===== src/rtl/core_mrnw1p_wrsched_if.sv =====
// Write-side bus of the bank-conflict scheduler: per-port
// valid/ready requests in, per-lane core writes out.
interface core_mrnw1p_wrsched_if #(
   parameter int WIDTH   = 32,
   parameter int BITADDR = 13,
   parameter int NUMWRPT = 3
) ();
   logic [NUMWRPT-1:0]         wr_vld;
   logic [NUMWRPT-1:0]         wr_rdy;
   logic [NUMWRPT*BITADDR-1:0] wr_addr;
   logic [NUMWRPT*WIDTH-1:0]   wr_din;
   logic                       core_rdy;
   logic [NUMWRPT-1:0]         vwrite;
   logic [NUMWRPT*BITADDR-1:0] vwraddr;
   logic [NUMWRPT*WIDTH-1:0]   vdin;

   modport master (
      output wr_vld, wr_addr, wr_din, core_rdy,
      input  wr_rdy, vwrite, vwraddr, vdin
   );

   modport slave (
      input  wr_vld, wr_addr, wr_din, core_rdy,
      output wr_rdy, vwrite, vwraddr, vdin
   );
endinterface


===== src/rtl/core_mrnw1p_wrsched.sv =====
// Write-port bank-conflict scheduler: per-port FIFOs, one issue per bank.
// Optional conflict counter: define CORE_MRNW1P_WRSCHED_CNT_EN.
module core_mrnw1p_wrsched #(
   parameter int WIDTH   = 32,
   parameter int BITADDR = 13,
   parameter int NUMADDR = 8192,
   parameter int NUMWRPT = 3,
   parameter int NUMVBNK = 8,
   parameter int BITVBNK = 3,
   parameter int NUMVROW = 1024,
   parameter int BITVROW = 10,
   parameter int FIFODPT = 4,
   parameter int BITFIFO = 2
) (
   input  logic                    clk,
   input  logic                    rst,
   core_mrnw1p_wrsched_if.slave    bus,
   output logic                    idle,
   output logic [15:0]             cflt_cnt
);

   localparam int ENTW = BITADDR + WIDTH;
   localparam int OCCW = BITFIFO + 1;
   localparam int RRW  = (NUMWRPT > 1) ? $clog2(NUMWRPT) : 1;

   if ((NUMVBNK * NUMVROW < NUMADDR) || ((1 << BITVROW) < NUMVROW) ||
       ((1 << BITVBNK) < NUMVBNK) || ((1 << BITFIFO) != FIFODPT) ||
       (FIFODPT < 2)) begin : g_bad_cfg
      $error("core_mrnw1p_wrsched: inconsistent geometry parameters");
   end

   logic [ENTW-1:0]    mem_q  [NUMWRPT][FIFODPT];
   logic [BITFIFO-1:0] wptr_q [NUMWRPT];
   logic [BITFIFO-1:0] wptr_d [NUMWRPT];
   logic [BITFIFO-1:0] rptr_q [NUMWRPT];
   logic [BITFIFO-1:0] rptr_d [NUMWRPT];
   logic [OCCW-1:0]    occ_q  [NUMWRPT];
   logic [OCCW-1:0]    occ_d  [NUMWRPT];
   logic [RRW-1:0]     rr_q, rr_d;

   logic [NUMWRPT-1:0]         vwrite_q, vwrite_d;
   logic [NUMWRPT*BITADDR-1:0] vwraddr_q, vwraddr_d;
   logic [NUMWRPT*WIDTH-1:0]   vdin_q, vdin_d;
   logic                       idle_q, idle_d;

   logic [NUMWRPT-1:0] rdy;
   logic [NUMWRPT-1:0] push;
   logic [NUMWRPT-1:0] grant;
   logic               denied;
   logic [BITADDR-1:0] head_addr [NUMWRPT];
   logic [WIDTH-1:0]   head_data [NUMWRPT];
   logic [BITVBNK-1:0] head_bnk  [NUMWRPT];

   // Accept side and head decode; a full FIFO refuses even while popping.
   always_comb begin
      rdy  = '0;
      push = '0;
      for (int p = 0; p < NUMWRPT; p++) begin
         rdy[p]  = rst & bus.core_rdy & (occ_q[p] != OCCW'(FIFODPT));
         push[p] = bus.wr_vld[p] & rdy[p];
         {head_addr[p], head_data[p]} = mem_q[p][rptr_q[p]];
         head_bnk[p] = BITVBNK'(head_addr[p] % BITADDR'(NUMVBNK));
      end
   end

   assign bus.wr_rdy = rdy;

   // Round-robin scan from rr; first port to claim a bank wins it.
   always_comb begin
      logic [NUMVBNK-1:0] claimed;
      int                 p;
      claimed = '0;
      grant   = '0;
      denied  = 1'b0;
      p       = 0;
      if (bus.core_rdy) begin
         for (int k = 0; k < NUMWRPT; k++) begin
            p = (int'(rr_q) + k) % NUMWRPT;
            if (occ_q[p] != '0) begin
               if (claimed[head_bnk[p]]) begin
                  denied = 1'b1;
               end else begin
                  grant[p]               = 1'b1;
                  claimed[head_bnk[p]]   = 1'b1;
               end
            end
         end
      end
   end

   // Next state: FIFO pointers/occupancy, issued lanes, priority, idle.
   always_comb begin
      wptr_d    = wptr_q;
      rptr_d    = rptr_q;
      occ_d     = occ_q;
      vwrite_d  = grant;
      vwraddr_d = '0;
      vdin_d    = '0;
      rr_d      = rr_q;
      idle_d    = (grant == '0);
      for (int p = 0; p < NUMWRPT; p++) begin
         if (push[p]) begin
            wptr_d[p] = wptr_q[p] + BITFIFO'(1);
         end
         if (grant[p]) begin
            rptr_d[p] = rptr_q[p] + BITFIFO'(1);
            vwraddr_d[p*BITADDR +: BITADDR] = head_addr[p];
            vdin_d[p*WIDTH +: WIDTH]        = head_data[p];
         end
         occ_d[p] = occ_q[p] + OCCW'(push[p]) - OCCW'(grant[p]);
         if (occ_d[p] != '0) begin
            idle_d = 1'b0;
         end
      end
      if (denied) begin
         rr_d = (rr_q == RRW'(NUMWRPT - 1)) ? '0 : rr_q + RRW'(1);
      end
   end

   // Control state; reset discards everything queued.
   always_ff @(posedge clk) begin
      if (!rst) begin
         for (int p = 0; p < NUMWRPT; p++) begin
            wptr_q[p] <= '0;
            rptr_q[p] <= '0;
            occ_q[p]  <= '0;
         end
         rr_q      <= '0;
         vwrite_q  <= '0;
         vwraddr_q <= '0;
         vdin_q    <= '0;
         idle_q    <= 1'b1;
      end else begin
         wptr_q    <= wptr_d;
         rptr_q    <= rptr_d;
         occ_q     <= occ_d;
         rr_q      <= rr_d;
         vwrite_q  <= vwrite_d;
         vwraddr_q <= vwraddr_d;
         vdin_q    <= vdin_d;
         idle_q    <= idle_d;
      end
   end

   // FIFO storage; contents are don't-care until pointed at.
   always_ff @(posedge clk) begin
      for (int p = 0; p < NUMWRPT; p++) begin
         if (push[p]) begin
            mem_q[p][wptr_q[p]] <= {bus.wr_addr[p*BITADDR +: BITADDR],
                                    bus.wr_din[p*WIDTH +: WIDTH]};
         end
      end
   end

   assign bus.vwrite  = vwrite_q;
   assign bus.vwraddr = vwraddr_q;
   assign bus.vdin    = vdin_q;
   assign idle        = idle_q;

`ifdef CORE_MRNW1P_WRSCHED_CNT_EN
   logic [15:0] cnt_q, cnt_d;

   // Saturating count of cycles with at least one denied head.
   always_comb begin
      cnt_d = cnt_q;
      if (denied && (cnt_q != 16'hFFFF)) begin
         cnt_d = cnt_q + 16'd1;
      end
   end

   // Counter register.
   always_ff @(posedge clk) begin
      if (!rst) begin
         cnt_q <= '0;
      end else begin
         cnt_q <= cnt_d;
      end
   end

   assign cflt_cnt = cnt_q;
`else
   assign cflt_cnt = '0;
`endif

endmodule

===== src/flat_wrapper.sv =====
// flat-port wrapper written by rule: the top's interface ports become plain ports
module core_mrnw1p_wrsched_flat 
#(
   parameter int WIDTH   = 32,
   parameter int BITADDR = 13,
   parameter int NUMADDR = 8192,
   parameter int NUMWRPT = 3,
   parameter int NUMVBNK = 8,
   parameter int BITVBNK = 3,
   parameter int NUMVROW = 1024,
   parameter int BITVROW = 10,
   parameter int FIFODPT = 4,
   parameter int BITFIFO = 2
)
  (clk, rst, idle, cflt_cnt, bus_wr_vld, bus_wr_addr, bus_wr_din, bus_core_rdy, bus_wr_rdy, bus_vwrite, bus_vwraddr, bus_vdin);
  core_mrnw1p_wrsched_if #(.WIDTH(WIDTH), .BITADDR(BITADDR), .NUMWRPT(NUMWRPT)) bus_i ();
  input  logic clk;
  input  logic rst;
  output logic idle;
  output logic [15:0] cflt_cnt;
  input wire logic [$bits(bus_i.wr_vld)-1:0] bus_wr_vld;
  input wire logic [$bits(bus_i.wr_addr)-1:0] bus_wr_addr;
  input wire logic [$bits(bus_i.wr_din)-1:0] bus_wr_din;
  input wire logic [$bits(bus_i.core_rdy)-1:0] bus_core_rdy;
  output wire logic [$bits(bus_i.wr_rdy)-1:0] bus_wr_rdy;
  output wire logic [$bits(bus_i.vwrite)-1:0] bus_vwrite;
  output wire logic [$bits(bus_i.vwraddr)-1:0] bus_vwraddr;
  output wire logic [$bits(bus_i.vdin)-1:0] bus_vdin;
  assign bus_i.wr_vld = bus_wr_vld;
  assign bus_i.wr_addr = bus_wr_addr;
  assign bus_i.wr_din = bus_wr_din;
  assign bus_i.core_rdy = bus_core_rdy;
  assign bus_wr_rdy = bus_i.wr_rdy;
  assign bus_vwrite = bus_i.vwrite;
  assign bus_vwraddr = bus_i.vwraddr;
  assign bus_vdin = bus_i.vdin;
  core_mrnw1p_wrsched #(.WIDTH(WIDTH), .BITADDR(BITADDR), .NUMADDR(NUMADDR), .NUMWRPT(NUMWRPT), .NUMVBNK(NUMVBNK), .BITVBNK(BITVBNK), .NUMVROW(NUMVROW), .BITVROW(BITVROW), .FIFODPT(FIFODPT), .BITFIFO(BITFIFO)) u_core (.clk(clk), .rst(rst), .bus(bus_i), .idle(idle), .cflt_cnt(cflt_cnt));
endmodule

===== config.mk =====
export PLATFORM = sky130hd
export DESIGN_NAME = core_mrnw1p_wrsched_flat
export DESIGN_NICKNAME = d
export VERILOG_FILES = /design/src/rtl/core_mrnw1p_wrsched_if.sv /design/src/rtl/core_mrnw1p_wrsched.sv /design/src/flat_wrapper.sv
export SDC_FILE = /design/constraint.sdc
export NUM_CORES = 1
export LEC_CHECK = 0
export ABC_AREA = 1
export CORE_MARGIN = 8
export CORE_UTILIZATION = 60
export CTS_CLUSTER_SIZE = 30
export DETAILED_ROUTE_END_ITERATION = 6
export GPL_TIMING_DRIVEN = 0
export HOLD_SLACK_MARGIN = 0.06
export PLACE_DENSITY = 0.86
export SLEW_MARGIN = 5
export SYNTH_ARGS = -nofsm -noshare
export SYNTH_HDL_FRONTEND = slang
export SYNTH_SLANG_ARGS = --single-unit

===== constraint.sdc =====
create_clock -name clk -period 7.1 [get_ports clk]
set_clock_uncertainty 0.2 [all_clocks]
set_input_delay 2.13 -clock clk [delete_from_list [all_inputs] [get_ports clk]]
set_output_delay 2.13 -clock clk [all_outputs]
set_load 0.1 [all_outputs]

==> results of run 1 <==
==> power breakdown <==
| group | internal [mW] | switching (mW) | leakage [nW] | total (mW) |
|---|---|---|---|---|
| Clock | 2.12 | 1.51 | 1.10 | 3.63 |
| Sequential | 4.66 | 0.0981 | 6.19 | 4.76 |
| Combinational | 1.26 | 3.15 | 4.57 | 4.41 |
| Total | 8.03 | 4.76 | 11.9 | 12.8 |
==> repair_timing <==
item | in CTS | in global routing
endpoints found under the hold margin | 0 | 0
setup endpoints to repair | 0 | 1
gates resized for setup | 0 | 1
==> per-layer routing <==
metal | vias to the layer above | track usage (%) | part of all wire, %
met4 | 8 | 10.2 | 3.3
met2 | 1020 | 43.0 | 50
met1 | 8695 | 31.2 | 37
li1 | 7817 | - | -
met3 | 166 | 5.82 | 9.2
met5 | - | 0 | 0.075
==> worst min-delay path, cell delays in order (launching register included) <==
cell and delay (ns):
dfxtp_1 0.32, inv_1 0.09, a21oi_1 0.07
==> metrics by stage <==
step	utilization (%)	cell area [sq um]	hold slack, ns	setup slack, ns
final	75.4	32600	0.332	0.0610
after global routing	75.4	32600	0.377	0.00823
after CTS	75.4	32500	0.339	0.0509
after detailed placement	70.1	30300	0.330	0.0539
after global placement	69.2	29900	0.302	-0.733
after floorplan	-	26300	0.290	-0.107
==> layout make-up <==
| class | count | area (sq um) | share of cell area (%) |
|---|---|---|---|
| inverter | 78 | 300 | 0.922 |
| multi-input combinational | 1104 | 6040 | 18.5 |
| clock buffer | 96 | 1910 | 5.86 |
| timing repair buffer | 296 | 3130 | 9.60 |
| sequential | 702 | 19500 | 59.7 |
| antenna | 11 | 27.5 | 0.0845 |
| tap | 585 | 732 | 2.25 |
| buffer | 118 | 622 | 1.91 |
| clock inverter | 30 | 353 | 1.08 |
==> worst paths after layout <==
| kind | cells past startpoint | endpoint | startpoint | slack [ns] |
|---|---|---|---|---|
| setup / recovery | 5 | bus_wr_rdy[2] | bus_core_rdy | 0.06 |
| setup reg to reg | 27 | u_core.idle | u_core.rr_q[0] | 2.19 |
| hold / removal | 2 | u_core.wptr_q[3] | u_core.wptr_q[3] | 0.33 |
| hold reg to reg | 2 | u_core.wptr_q[3] | u_core.wptr_q[3] | 0.33 |
==> sequential cells by signal, summed over array words and instances, names as in the netlist <==
| name | flops |
|---|---|
| u_core.rr_q | 2 |
| u_core.mem_q | 540 |
| u_core.idle | 1 |
| u_core.bus.vwrite | 3 |
| u_core.bus.vwraddr | 39 |
| u_core.occ_q | 9 |
| u_core.rptr_q | 6 |
| u_core.wptr_q | 6 |
| u_core.bus.vdin | 96 |
==> cells in the mapped netlist, types with 2 or more instances <==
cell type,number
nand3_2,7
nand2_2,6
buf_1,12
nor3_1,2
nor4_1,2
inv_1,65
clkbuf_1,71
a21oi_2,3
a32o_1,126
inv_2,9
nor2_1,74
ha_1,23
nand2_1,499
nand3_1,48
o211ai_1,9
nor2_2,109
fa_1,3
o21ai_0,12
nor2_4,4
a21oi_1,142
xor2_1,5
dfxtp_1,162
buf_4,19
nor3_2,2
inv_4,3
buf_2,2
edfxtp_1,540
nand3b_1,2
buf_6,14
a31oi_1,2
==> cell families (layout without fill, tap and decap cells) <==
family	Yosys count	count (layout)
AND/OR/NAND/NOR	758	758
flip-flops	702	702
AO/OA/AOI/OAI	298	298
buffers and inverters	196	618
adder cells (fa/ha/maj)	26	26
XOR/XNOR	6	6
other	1	27
==> results.sh, run 1 <==
export IMPL_p_per_area_nw_per_um2=393
export IMPL_drtPass1Iterations=6
export IMPL_synth_edff_count=540
export IMPL_synth_seq_area_share_pct=74.1
export IMPL_finalHoldViolCount=0
export IMPL_vias_per_cell=5.86
export IMPL_coreArea_sq_um=43200
export IMPL_root_buffer="clkbuf_16"
export IMPL_synth_fa_ha_area_share_pct=1.32
export IMPL_mostFrequentLayoutCells="540 x edfxtp_1, 499 x nand2_1, 281 x clkdlybuf4s50_1"
export IMPL_hp_class="reg2reg"
export IMPL_required_ns=4.77
export IMPL_num_vias=17706
export IMPL_crit_family="buffers and inverters"
export IMPL_cts_made_buffers=69
export IMPL_yosysTopAreaCellShare_pct=61.7
export IMPL_max_freq_mhz=142
export IMPL_cts_tree="yes"
export IMPL_outcome="complete, no violations"
export IMPL_grt_pass1_vias=17954
export IMPL_critPathCaptureType="primary output"
export IMPL_fp_dieArea_sq_um=50700
export IMPL_setup_tns_ns=0
export IMPL_drc=0
export IMPL_dieHeight_um=225
export IMPL_rsz0062_at_grt="no"
export IMPL_initialDrtViolationCount=1970
export IMPL_drt_total_wl_um=66800
export IMPL_portBuffers=282
export IMPL_synthCells=1987
export IMPL_rows=76
export IMPL_instances_no_fill=3020
export IMPL_grt_util_all_layers_pct=25.3
export IMPL_clk_pin_slew_ns=0.06
export IMPL_synth_mux_area_share_pct=0
export IMPL_setup_viol=0
export IMPL_grt_antenna_before_repair=15
export IMPL_grt_max_degree=29
export IMPL_maxCapViolCount=0
export IMPL_cpMostUsedCell="clkdlybuf4s50_1"
export IMPL_worstMarginPinSlew_ns=1.13
export IMPL_area_delta_synth_final_pct=24.0
export IMPL_synth_distinct_cells=40
export IMPL_post_place_cells=2883
export IMPL_yosys_warnings=0
export IMPL_yosysTopAreaCell="edfxtp_1"
export IMPL_critical_path_arrival_ns=4.71
export IMPL_grt_pass1_wl_um=100000
export IMPL_nFillCells=2550
export IMPL_synthFlopType="edfxtp_1"
export IMPL_crit_path_start_kind="input pin"
export IMPL_wl_per_cell_um=22.1
export IMPL_synthXorXnorAreaFrac_pct=0.200
export IMPL_synth_top_family_by_area="simple AND/OR/NAND/NOR gates"
export IMPL_maxSlewHeadroom_pct=24.5
export IMPL_fp_dieW_um=225
export IMPL_fin_crit_ns=7.04
export IMPL_worstPathCellList="clkdlybuf4s50_1 -> buf_2 -> nand2_1 -> a31oi_1 -> clkdlybuf4s50_1"
export IMPL_cpMaxStageDelayCell="clkdlybuf4s50_1"
export IMPL_avgSynthCellArea_sq_um=13.2
export IMPL_initial_core_util_pct=60.9
export IMPL_path_buf_inv=3
export IMPL_synth_area_leaders="edfxtp_1 62%, dfxtp_1 12%, nand2_1 7.1%"
export IMPL_io_pins=299
export IMPL_drtAntennaViolNets=0
export IMPL_cts_setup_buffers=0
export IMPL_gp_congestion=0.861
export IMPL_hold_buffers=0
export IMPL_grt_overflow_total=0
export IMPL_synth_simple_area_share_pct=12.6
export IMPL_crit_path_max_fanout=10
export IMPL_final_common_cell="edfxtp_1"
export IMPL_total_power_mw=12.8
export IMPL_netlist_area_sq_um=26300
export IMPL_timing_final_crit_share_pct=99.1
export IMPL_p_leak_nw=11.9
export IMPL_final_net_count=2536
export IMPL_slew_viol_final=0
export IMPL_dp_hpwl_um=42800
export IMPL_drive_gt1_share_pct=12.9
export IMPL_critPathKind="in2out"
export IMPL_synthArstFlopShare_pct=0
export IMPL_worstSkewPairLatency_ns=0.58
export IMPL_slowest_delay_ns=1.24
export IMPL_synth_compound_area_share_pct=8.26
export IMPL_ys_ff_latch=702
export IMPL_h_tree_depth=3
export IMPL_clock_sinks=702
export IMPL_cts_buffer_depth=3
export IMPL_max_vdd_ir_drop_mv=0.276
(Power assumes the default switching activity.)
==> run 2, diff against run 1 <==
==> constraint.sdc (replaced) <==
create_clock -name clk -period 8.39 [get_ports clk]
set_clock_uncertainty 0.2 [all_clocks]
set_input_delay 2.517 -clock clk [delete_from_list [all_inputs] [get_ports clk]]
set_output_delay 2.517 -clock clk [all_outputs]
set_load 0.1 [all_outputs]
==> run 2 against run 1 <==
Die area is the same. Count of clock-buffer cells in the layout is the same. Via count shrank 0.24%. Utilization is the same. Register-to-register slack gained 1.3 ns. Largest power group unchanged. Cell count is essentially flat. Combinational power shrank 15%. Global-route usage is the same.
==> results.sh, run 2 (synthesis results as in run 1) <==
export IMPL_critical_path_arrival_ns=5.12
export IMPL_hold_buffers=0
export IMPL_initialDrtViolationCount=1947
export IMPL_crit_path_max_fanout=10
export IMPL_pwr_share_clk_pct=28.4
export IMPL_vias_per_cell=5.85
export IMPL_root_buffer="clkbuf_16"
export IMPL_maxSlewHeadroom_pct=25.4
export IMPL_place_area_sq_um=30300
export IMPL_drtAntennaViolNets=0
export IMPL_max_vdd_ir_drop_mv=0.234
export IMPL_drc=0
export IMPL_cts_resized=0
export IMPL_portBuffers=282
export IMPL_required_ns=5.67
export IMPL_p_sw_share_pct=37.2
export IMPL_nFillCells=2550
export IMPL_largest_reg_flops=540
export IMPL_grt_max_degree=29
export IMPL_total_power_mw=10.8
export IMPL_clock_sinks=702
export IMPL_drtPass1Iterations=6
export IMPL_dieHeight_um=225
export IMPL_outcome="complete, no violations"
export IMPL_final_net_count=2536
export IMPL_p_leak_nw=11.8
export IMPL_grt_util_all_layers_pct=25.3
export IMPL_rows=76
export IMPL_maxCapViolCount=0
export IMPL_gp_congestion=0.861
export IMPL_pwr_share_seq_pct=37.2
export IMPL_cts_setup_buffers=0
export IMPL_hp_class="reg2reg"
export IMPL_timing_final_crit_share_pct=93.4
export IMPL_area_delta_synth_final_pct=24.0
export IMPL_clk_pin_slew_ns=0.06
export IMPL_drive_gt1_share_pct=12.9
export IMPL_grt_pass1_vias=17954
export IMPL_worstSkewPairLatency_ns=0.59
export IMPL_p_comb_share_pct=34.5
export IMPL_instances_no_fill=3021
export IMPL_power_switching_mw=4.03
export IMPL_critPathKind="in2out"
export IMPL_dp_hpwl_um=42800
export IMPL_cts_made_buffers=69
export IMPL_final_common_cell="edfxtp_1"
export IMPL_finalHoldViolCount=0
export IMPL_fin_ws_ns=0.552
export IMPL_cts_buffer_depth=3
export IMPL_drt_total_wl_um=66800
export IMPL_setup_viol=0
export IMPL_cts_tree="yes"
export IMPL_p_per_area_nw_per_um2=333
export IMPL_io_pins=299
export IMPL_grt_overflow_total=0
export IMPL_post_place_cells=2883
export IMPL_worstMarginPinSlew_ns=1.12
export IMPL_coreArea_sq_um=43200
export IMPL_slew_viol_final=0
export IMPL_wl_per_cell_um=22.1
export IMPL_grt_pass1_wl_um=100000
export IMPL_initial_core_util_pct=60.9
export IMPL_grt_antenna_before_repair=15
export IMPL_design_area_sq_um=32600
export IMPL_max_freq_mhz=128
export IMPL_rsz0062_at_grt="no"
export IMPL_final_core_util_pct=75.4
export IMPL_critPathCaptureType="primary output"
export IMPL_dp_slack_ns=0.570
export IMPL_fp_dieArea_sq_um=50700
export IMPL_setup_tns_ns=0
export IMPL_fp_dieW_um=225
export IMPL_fin_crit_ns=7.84
export IMPL_holdWs_ns=0.332
export IMPL_crit_path_start_kind="input pin"
export IMPL_mostFrequentLayoutCells="540 x edfxtp_1, 499 x nand2_1, 282 x clkdlybuf4s50_1"
export IMPL_num_vias=17663
export IMPL_h_tree_depth=3
export IMPL_p_int_mw=6.80
[run 2: changes by cell type in the layout (fill, tap and decap cells not counted)]
| cell | change |
|---|---|
| diode_2 | +1 |
| clkdlybuf4s50_1 | +1 |
| dlymetal6s2s_1 | -1 |
[run 2: area by class of cell]
class | instances | area (sq um) | area share [%]
Multi-Input combinational cell | 1104 | 6040 | 18.5
Inverter | 78 | 300 | 0.922
Buffer | 118 | 622 | 1.91
Antenna cell | 12 | 30.0 | 0.0922
Sequential cell | 702 | 19500 | 59.7
Clock buffer | 96 | 1910 | 5.86
Timing Repair Buffer | 296 | 3130 | 9.60
Tap cell | 585 | 732 | 2.25
Clock inverter | 30 | 353 | 1.08
[run 2: power groups by stage]
stage               logic, mW  registers, mW  clock network [mW]
floorplan                1.93           4.83                   0
global placement         3.54           4.09                   0
detailed placement       3.66           4.09                   0
CTS                      3.70           4.02                3.10
global route             3.98           4.04                3.23
finish                   3.73           4.02                3.07
[run 2: critical path: stages]
cell,delay (ns)
clkdlybuf4s50_1,0.49
buf_2,0.27
nand2_1,0.17
a31oi_1,0.43
clkdlybuf4s50_1,1.24
[run 2: path summary, 6_finish.rpt]
kind / startpoint / to / slack [ns] / cells past startpoint
worst min-delay path: u_core.wptr_q[3] / u_core.wptr_q[3] / 0.33 / 2
worst min register to register: u_core.wptr_q[3] / u_core.wptr_q[3] / 0.33 / 2
worst max register to register: u_core.rr_q[0] / u_core.idle / 3.50 / 26
worst max-delay path: bus_core_rdy / bus_wr_rdy[1] / 0.55 / 5
[run 2: per-layer routing]
layer / wire length [um] / global-route usage (%) / up-vias
li1: - / - / 7818
met1: 24900 / 31.2 / 8669
met2: 33500 / 43.0 / 1008
met3: 6210 / 5.82 / 160
met4: 2170 / 10.2 / 8
met5: 50 / 0 / -
==> run 3, diff against run 2 <==
--- a/config.mk
+++ b/config.mk
@@ -5,14 +5,13 @@
 export SDC_FILE = /design/constraint.sdc
 export NUM_CORES = 1
 export LEC_CHECK = 0
-export ABC_AREA = 1
 export CORE_MARGIN = 8
 export CORE_UTILIZATION = 60
-export CTS_CLUSTER_SIZE = 30
+export CTS_CLUSTER_SIZE = 25
 export DETAILED_ROUTE_END_ITERATION = 6
 export GPL_TIMING_DRIVEN = 0
 export HOLD_SLACK_MARGIN = 0.06
-export PLACE_DENSITY = 0.86
+export PLACE_DENSITY = 0.87
 export SLEW_MARGIN = 5
 export SYNTH_ARGS = -nofsm -noshare
 export SYNTH_HDL_FRONTEND = slang
==> run 3 against run 2 <==
Die area down 2.6%. Count of clock-buffer cells in the layout up 10. Design area decreased by 3.1%. Largest cell class unchanged.
==> results.sh, run 3 <==
export IMPL_final_net_count=1859
export IMPL_worstMarginPinSlew_ns=1.10
export IMPL_maxCapViolCount=0
export IMPL_grt_pass1_wl_um=82500
export IMPL_synthFlopType="edfxtp_1"
export IMPL_critPathKind="in2out"
export IMPL_initialDrtViolationCount=1010
export IMPL_timing_final_crit_share_pct=92.7
export IMPL_p_comb_share_pct=30.3
export IMPL_design_area_sq_um=31500
export IMPL_slew_viol_final=0
export IMPL_max_freq_mhz=129
export IMPL_grt_antenna_before_repair=9
export IMPL_yosysTopAreaCellShare_pct=63.5
export IMPL_synthArstFlopShare_pct=0
export IMPL_portBuffers=281
export IMPL_drtAntennaViolNets=0
export IMPL_crit_family="buffers and inverters"
export IMPL_coreArea_sq_um=41900
export IMPL_critPathCaptureType="primary output"
export IMPL_pwr_share_seq_pct=40.2
export IMPL_cts_made_buffers=68
export IMPL_path_buf_inv=2
export IMPL_clock_sinks=702
export IMPL_cpMaxStageDelayCell="clkdlybuf4s50_1"
export IMPL_avgSynthCellArea_sq_um=19.4
export IMPL_grt_util_all_layers_pct=21.8
export IMPL_dp_slack_ns=0.600
export IMPL_clk_pin_slew_ns=0.06
export IMPL_synth_seq_area_share_pct=76.2
export IMPL_drc=0
export IMPL_post_place_cells=2161
export IMPL_cts_resized=0
export IMPL_place_area_sq_um=29300
export IMPL_fp_dieArea_sq_um=49400
export IMPL_netlist_area_sq_um=25500
export IMPL_crit_path_start_kind="input pin"
export IMPL_final_core_util_pct=75.2
export IMPL_drtPass1Iterations=5
export IMPL_largest_reg_flops=540
export IMPL_instances_no_fill=2288
export IMPL_cpMostUsedCell="clkdlybuf4s50_1"
export IMPL_setup_tns_ns=0
export IMPL_max_vdd_ir_drop_mv=0.278
export IMPL_pwr_share_clk_pct=29.5
export IMPL_root_buffer="clkbuf_16"
export IMPL_hp_class="reg2reg"
export IMPL_dieHeight_um=222
export IMPL_ys_ff_latch=702
export IMPL_maxSlewHeadroom_pct=26.5
export IMPL_hold_buffers=0
export IMPL_fp_dieW_um=222
export IMPL_wl_per_cell_um=23.7
export IMPL_drt_total_wl_um=54100
export IMPL_drive_gt1_share_pct=16.4
export IMPL_dp_hpwl_um=35200
export IMPL_cts_setup_buffers=0
export IMPL_io_pins=299
export IMPL_grt_max_degree=34
export IMPL_final_common_cell="edfxtp_1"
export IMPL_cts_buffer_depth=3
export IMPL_h_tree_depth=3
export IMPL_rows=75
export IMPL_vias_per_cell=5.73
export IMPL_total_power_mw=10.1
export IMPL_holdWs_ns=0.345
export IMPL_synth_area_leaders="edfxtp_1 64%, dfxtp_1 13%, mux4_2 12%"
export IMPL_synth_common_cells="540 x edfxtp_1, 162 x dfxtp_1, 135 x mux4_2, 120 x nor2b_1, 50 x clkbuf_1"
export IMPL_gp_congestion=0.878
export IMPL_synth_distinct_cells=57
export IMPL_critical_path_arrival_ns=5.06
export IMPL_required_ns=5.67
export IMPL_area_delta_synth_final_pct=23.5
export IMPL_power_switching_mw=3.33
export IMPL_slowest_delay_ns=1.33
export IMPL_fin_ws_ns=0.615
export IMPL_grt_pass1_vias=13963
export IMPL_mostFrequentLayoutCells="540 x edfxtp_1, 281 x clkdlybuf4s50_1, 162 x dfxtp_1"
export IMPL_p_per_area_nw_per_um2=320
export IMPL_yosys_warnings=0
export IMPL_worstSkewPairLatency_ns=0.57
export IMPL_p_int_mw=6.75
export IMPL_num_vias=13118
export IMPL_setup_viol=0
export IMPL_cts_tree="yes"
export IMPL_yosysTopAreaCell="edfxtp_1"
export IMPL_p_sw_share_pct=33.0
export IMPL_yosysMostFrequentCell="edfxtp_1"
export IMPL_initial_core_util_pct=60.9
export IMPL_rsz0062_at_grt="no"
export IMPL_outcome="complete, no violations"
export IMPL_grt_overflow_total=0
export IMPL_synthCells=1314
export IMPL_crit_path_max_fanout=6
export IMPL_finalHoldViolCount=0
export IMPL_worstPathCellList="clkdlybuf4s50_1 -> nand2_1 -> a31oi_1 -> clkdlybuf4s50_1"
export IMPL_fin_crit_ns=7.77
export IMPL_p_leak_nw=10.4
export IMPL_synth_edff_count=540
-- run 3: cell count changes after synthesis, moves of 27 or more --
cell	before	now
nor2_2	109	0
nand3_1	48	6
a21oi_1	142	6
mux4_2	0	135
nand2_1	499	18
a32o_1	126	1
nor2_1	74	30
nor2b_1	0	120
inv_1	65	38
-- run 3: routing by layer --
layer	up-vias	wire length (um)	track usage [%]
li1	5831	-	-
met3	96	3980	5.78
met1	6666	21000	27.1
met5	-	62	0
met4	10	1430	7.89
met2	515	27700	36.7
-- run 3: power groups by stage --
stage          combinational (mW)  clock [mW]  sequential, mW
6_report                     3.05        2.97            4.06
5_1_grt                      3.21        3.17            4.07
4_1_cts                      3.07        3.03            4.06
3_5_place_dp                 3.05           0            4.13
3_3_place_gp                 2.99           0            4.12
2_1_floorplan                1.26           0            5.14
-- run 3: area by class of cell --
cell class / count / area (sq um)
buffer: 76 / 387
multi-input combinational: 513 / 5620
fill: 2309 / 10400
sequential: 702 / 19500
clock buffer: 106 / 2040
inverter: 38 / 143
timing repair buffer: 293 / 3050
antenna: 4 / 10.0
clock inverter: 17 / 164
tap: 539 / 674
-- run 3: final timing paths --
check	from	endpoint	slack, ns	depth (start not counted)
max reg2reg	u_core.rr_q[1]	u_core.idle	2.17	20
min reg2reg	u_core.rr_q[0]	u_core.rr_q[0]	0.34	2
max	bus_core_rdy	bus_wr_rdy[1]	0.62	4
min	u_core.rr_q[0]	u_core.rr_q[0]	0.34	2
-- run 3: logic make-up (layout without fill, tap and decap cells) --
family | count (synthesis) | after routing | synth area share (%)
DFF | 702 | 702 | 76.2
and+or+nand+nor | 246 | 246 | 5.66
buffers and inverters | 114 | 530 | 2.07
adders and majority gates | 26 | 26 | 1.36
other | 1 | 20 | 0.0147
AOI/OAI and AO/OA | 65 | 65 | 1.89
xor gates and xnor gates | 18 | 18 | 0.617
muxes | 142 | 142 | 12.2
-- run 3: worst register-to-register path, cell delays in order (launching register included) --
cell and delay, ns:
dfxtp_1 0.34, inv_1 0.10, ha_1 0.22, clkbuf_1 0.41, nor4_1 0.12, o32ai_1 0.71
o21ai_0 0.19, nand4b_1 0.34, nor3_1 0.37, a2111o_1 0.22, nand3_1 0.12, o41a_1 0.39
nor2_1 0.32, ha_1 0.31, inv_1 0.06, ha_1 0.15, fa_1 0.45, nor4_1 0.25
nand4b_1 0.12, or3_1 0.31, o41ai_1 0.36
==> RTL edit, RTL diff (flow settings as in run 3) <==
`BITVBNK` is set to 3 in 2 places; all go to 4.
--- a/src/rtl/core_mrnw1p_wrsched.sv
+++ b/src/rtl/core_mrnw1p_wrsched.sv
@@ -7,5 +7,5 @@
    parameter int NUMWRPT = 3,
    parameter int NUMVBNK = 8,
-   parameter int BITVBNK = 3,
+   parameter int BITVBNK = 4,
    parameter int NUMVROW = 1024,
    parameter int BITVROW = 10,
--- a/src/flat_wrapper.sv
+++ b/src/flat_wrapper.sv
@@ -7,5 +7,5 @@
    parameter int NUMWRPT = 3,
    parameter int NUMVBNK = 8,
-   parameter int BITVBNK = 3,
+   parameter int BITVBNK = 4,
    parameter int NUMVROW = 1024,
    parameter int BITVROW = 10,
Function: same outputs for any inputs over 4 cycles, from zero or initial values and one cycle with rst low; that may be too few to reach the edited logic, so the function may still have changed.
==> RTL edit against run 3 <==
- design area is 0.38% lower
- wire length decreased by 0.68%
- first-iteration DRC count decreased by 15%
- synthesized area down 0.50%
- fmax down 0.55%
- setup slack lost 0.043 ns
- sequential cell count did not move
- total power is 0.99% higher
- sequential share of layout area is 0.24 points higher
- critical path type unchanged
==> RTL edit: results (changes against run 3) <==
outcome=finished, final reports clean; Worst Hold Path EP=u_core.rr_q[1]; overall routing resource usage=21.7% (-0.13 points); Logic pwr share=30.8% (+0.5 points); area post-placement=29,200 um^2 (-0.36%); post-DR vias/cell=5.64 (-1.7%); seq pwr=4070 uW (about the same); Post-Layout Cell Count=2,262 (-1.1%); critical hold path startpoint=u_core.rr_q[1]; DR WL/cell=23.8 um (+0.46%); CP Data Arrival Time=5.10 ns (+0.04 ns); DR iter-0 viols=861 (-15%); Crit Path Max Fanout=8 (+2); Static Leak=0.0104 uW (about the same); GP Congestion=0.845 (-3.7%); switching portion of total power=33.3% (+0.31 points); largest net degree at the start of global routing=31 (-8.8%); GR Util met3=5.53% (-0.25 points); clk slew on worst S/H paths=0.05 ns; latest clock arrival within the worst-skew pair=0.59 ns (+0.02 ns); first-pass GRT wire length=81,900 um (-0.74%); peak supply drop=0.324 mV (+17%); antenna violations before repair=8 (-1); Pwr Density=324 nW/um^2 (+1.4%); per-instance average area after synthesis=19.9 um^2 (+2.2%); Num CTS Buffers=70 (+2.9%); fillcell total=2,320 (+0.48%); vias in the first global route=13,800 (-1.5%); Detailed Place HPWL=34,700 um (-1.5%); routed length on met1=21,000 um (+0.19%); met3 wire length=3630 um (-8.8%); R2R cell count=22 (+10%); final net count=1,826 (-1.8%); layout cells sized above 1=17.3% (+0.86 points); Worst-Margin Slew=1.09 ns (-0.00547 ns); xor and xnor area share after synthesis=0.714% (+0.097 points); top cells by count, synth=540 x edfxtp_1, 162 x dfxtp_1, 135 x mux4_2, 135 x nor2b_1, 38 x inv_1; worst hold slack=0.312 ns (-0.0329 ns); Seq/Total Area, Yosys=76.6% (+0.38 points); unique cell type count in the Yosys netlist=61 (+7.0%); met2 wire length=27,900 um (+0.86%); GR Util met1=26.8% (-0.32 points); RR Startpoint=u_core.rr_q[0]; Tmin final=7.82 ns (+0.0430 ns); placed insts=2,126 (-1.6%); Synth Area in Adders=1.37% (+0.0068 points); R2R setup slack=2.85 ns (+0.68 ns); top post-synthesis cells by area=edfxtp_1 64%, dfxtp_1 13%, mux4_2 12%
-- RTL edit: cell types whose count changed after synthesis, moves of 4 or more --
cell      delta
a22oi_1      -5
buf_2       +10
buf_6        -4
clkbuf_1    -13
mux2i_1     +11
nand3_1      -5
nor2_1      -17
nor2b_1     +15
nor2b_2     -10
o211ai_1     -4
o21ai_0      -4
o22ai_1      +4
-- RTL edit: cell type report --
type | count | share of cell area (%)
Sequential cell | 702 | 61.9
Multi-Input combinational cell | 480 | 17.5
Timing Repair Buffer | 293 | 9.79
Clock buffer | 99 | 6.08
Tap cell | 539 | 2.15
Buffer | 73 | 1.16
Clock inverter | 30 | 0.856
Inverter | 39 | 0.466
Antenna cell | 7 | 0.0557
-- RTL edit: worst max-delay path, cell delays in order --
cell	delay [ns]
clkdlybuf4s50_1	0.60
nand2_1	0.22
a31oi_1	0.47
clkdlybuf4s50_1	1.29
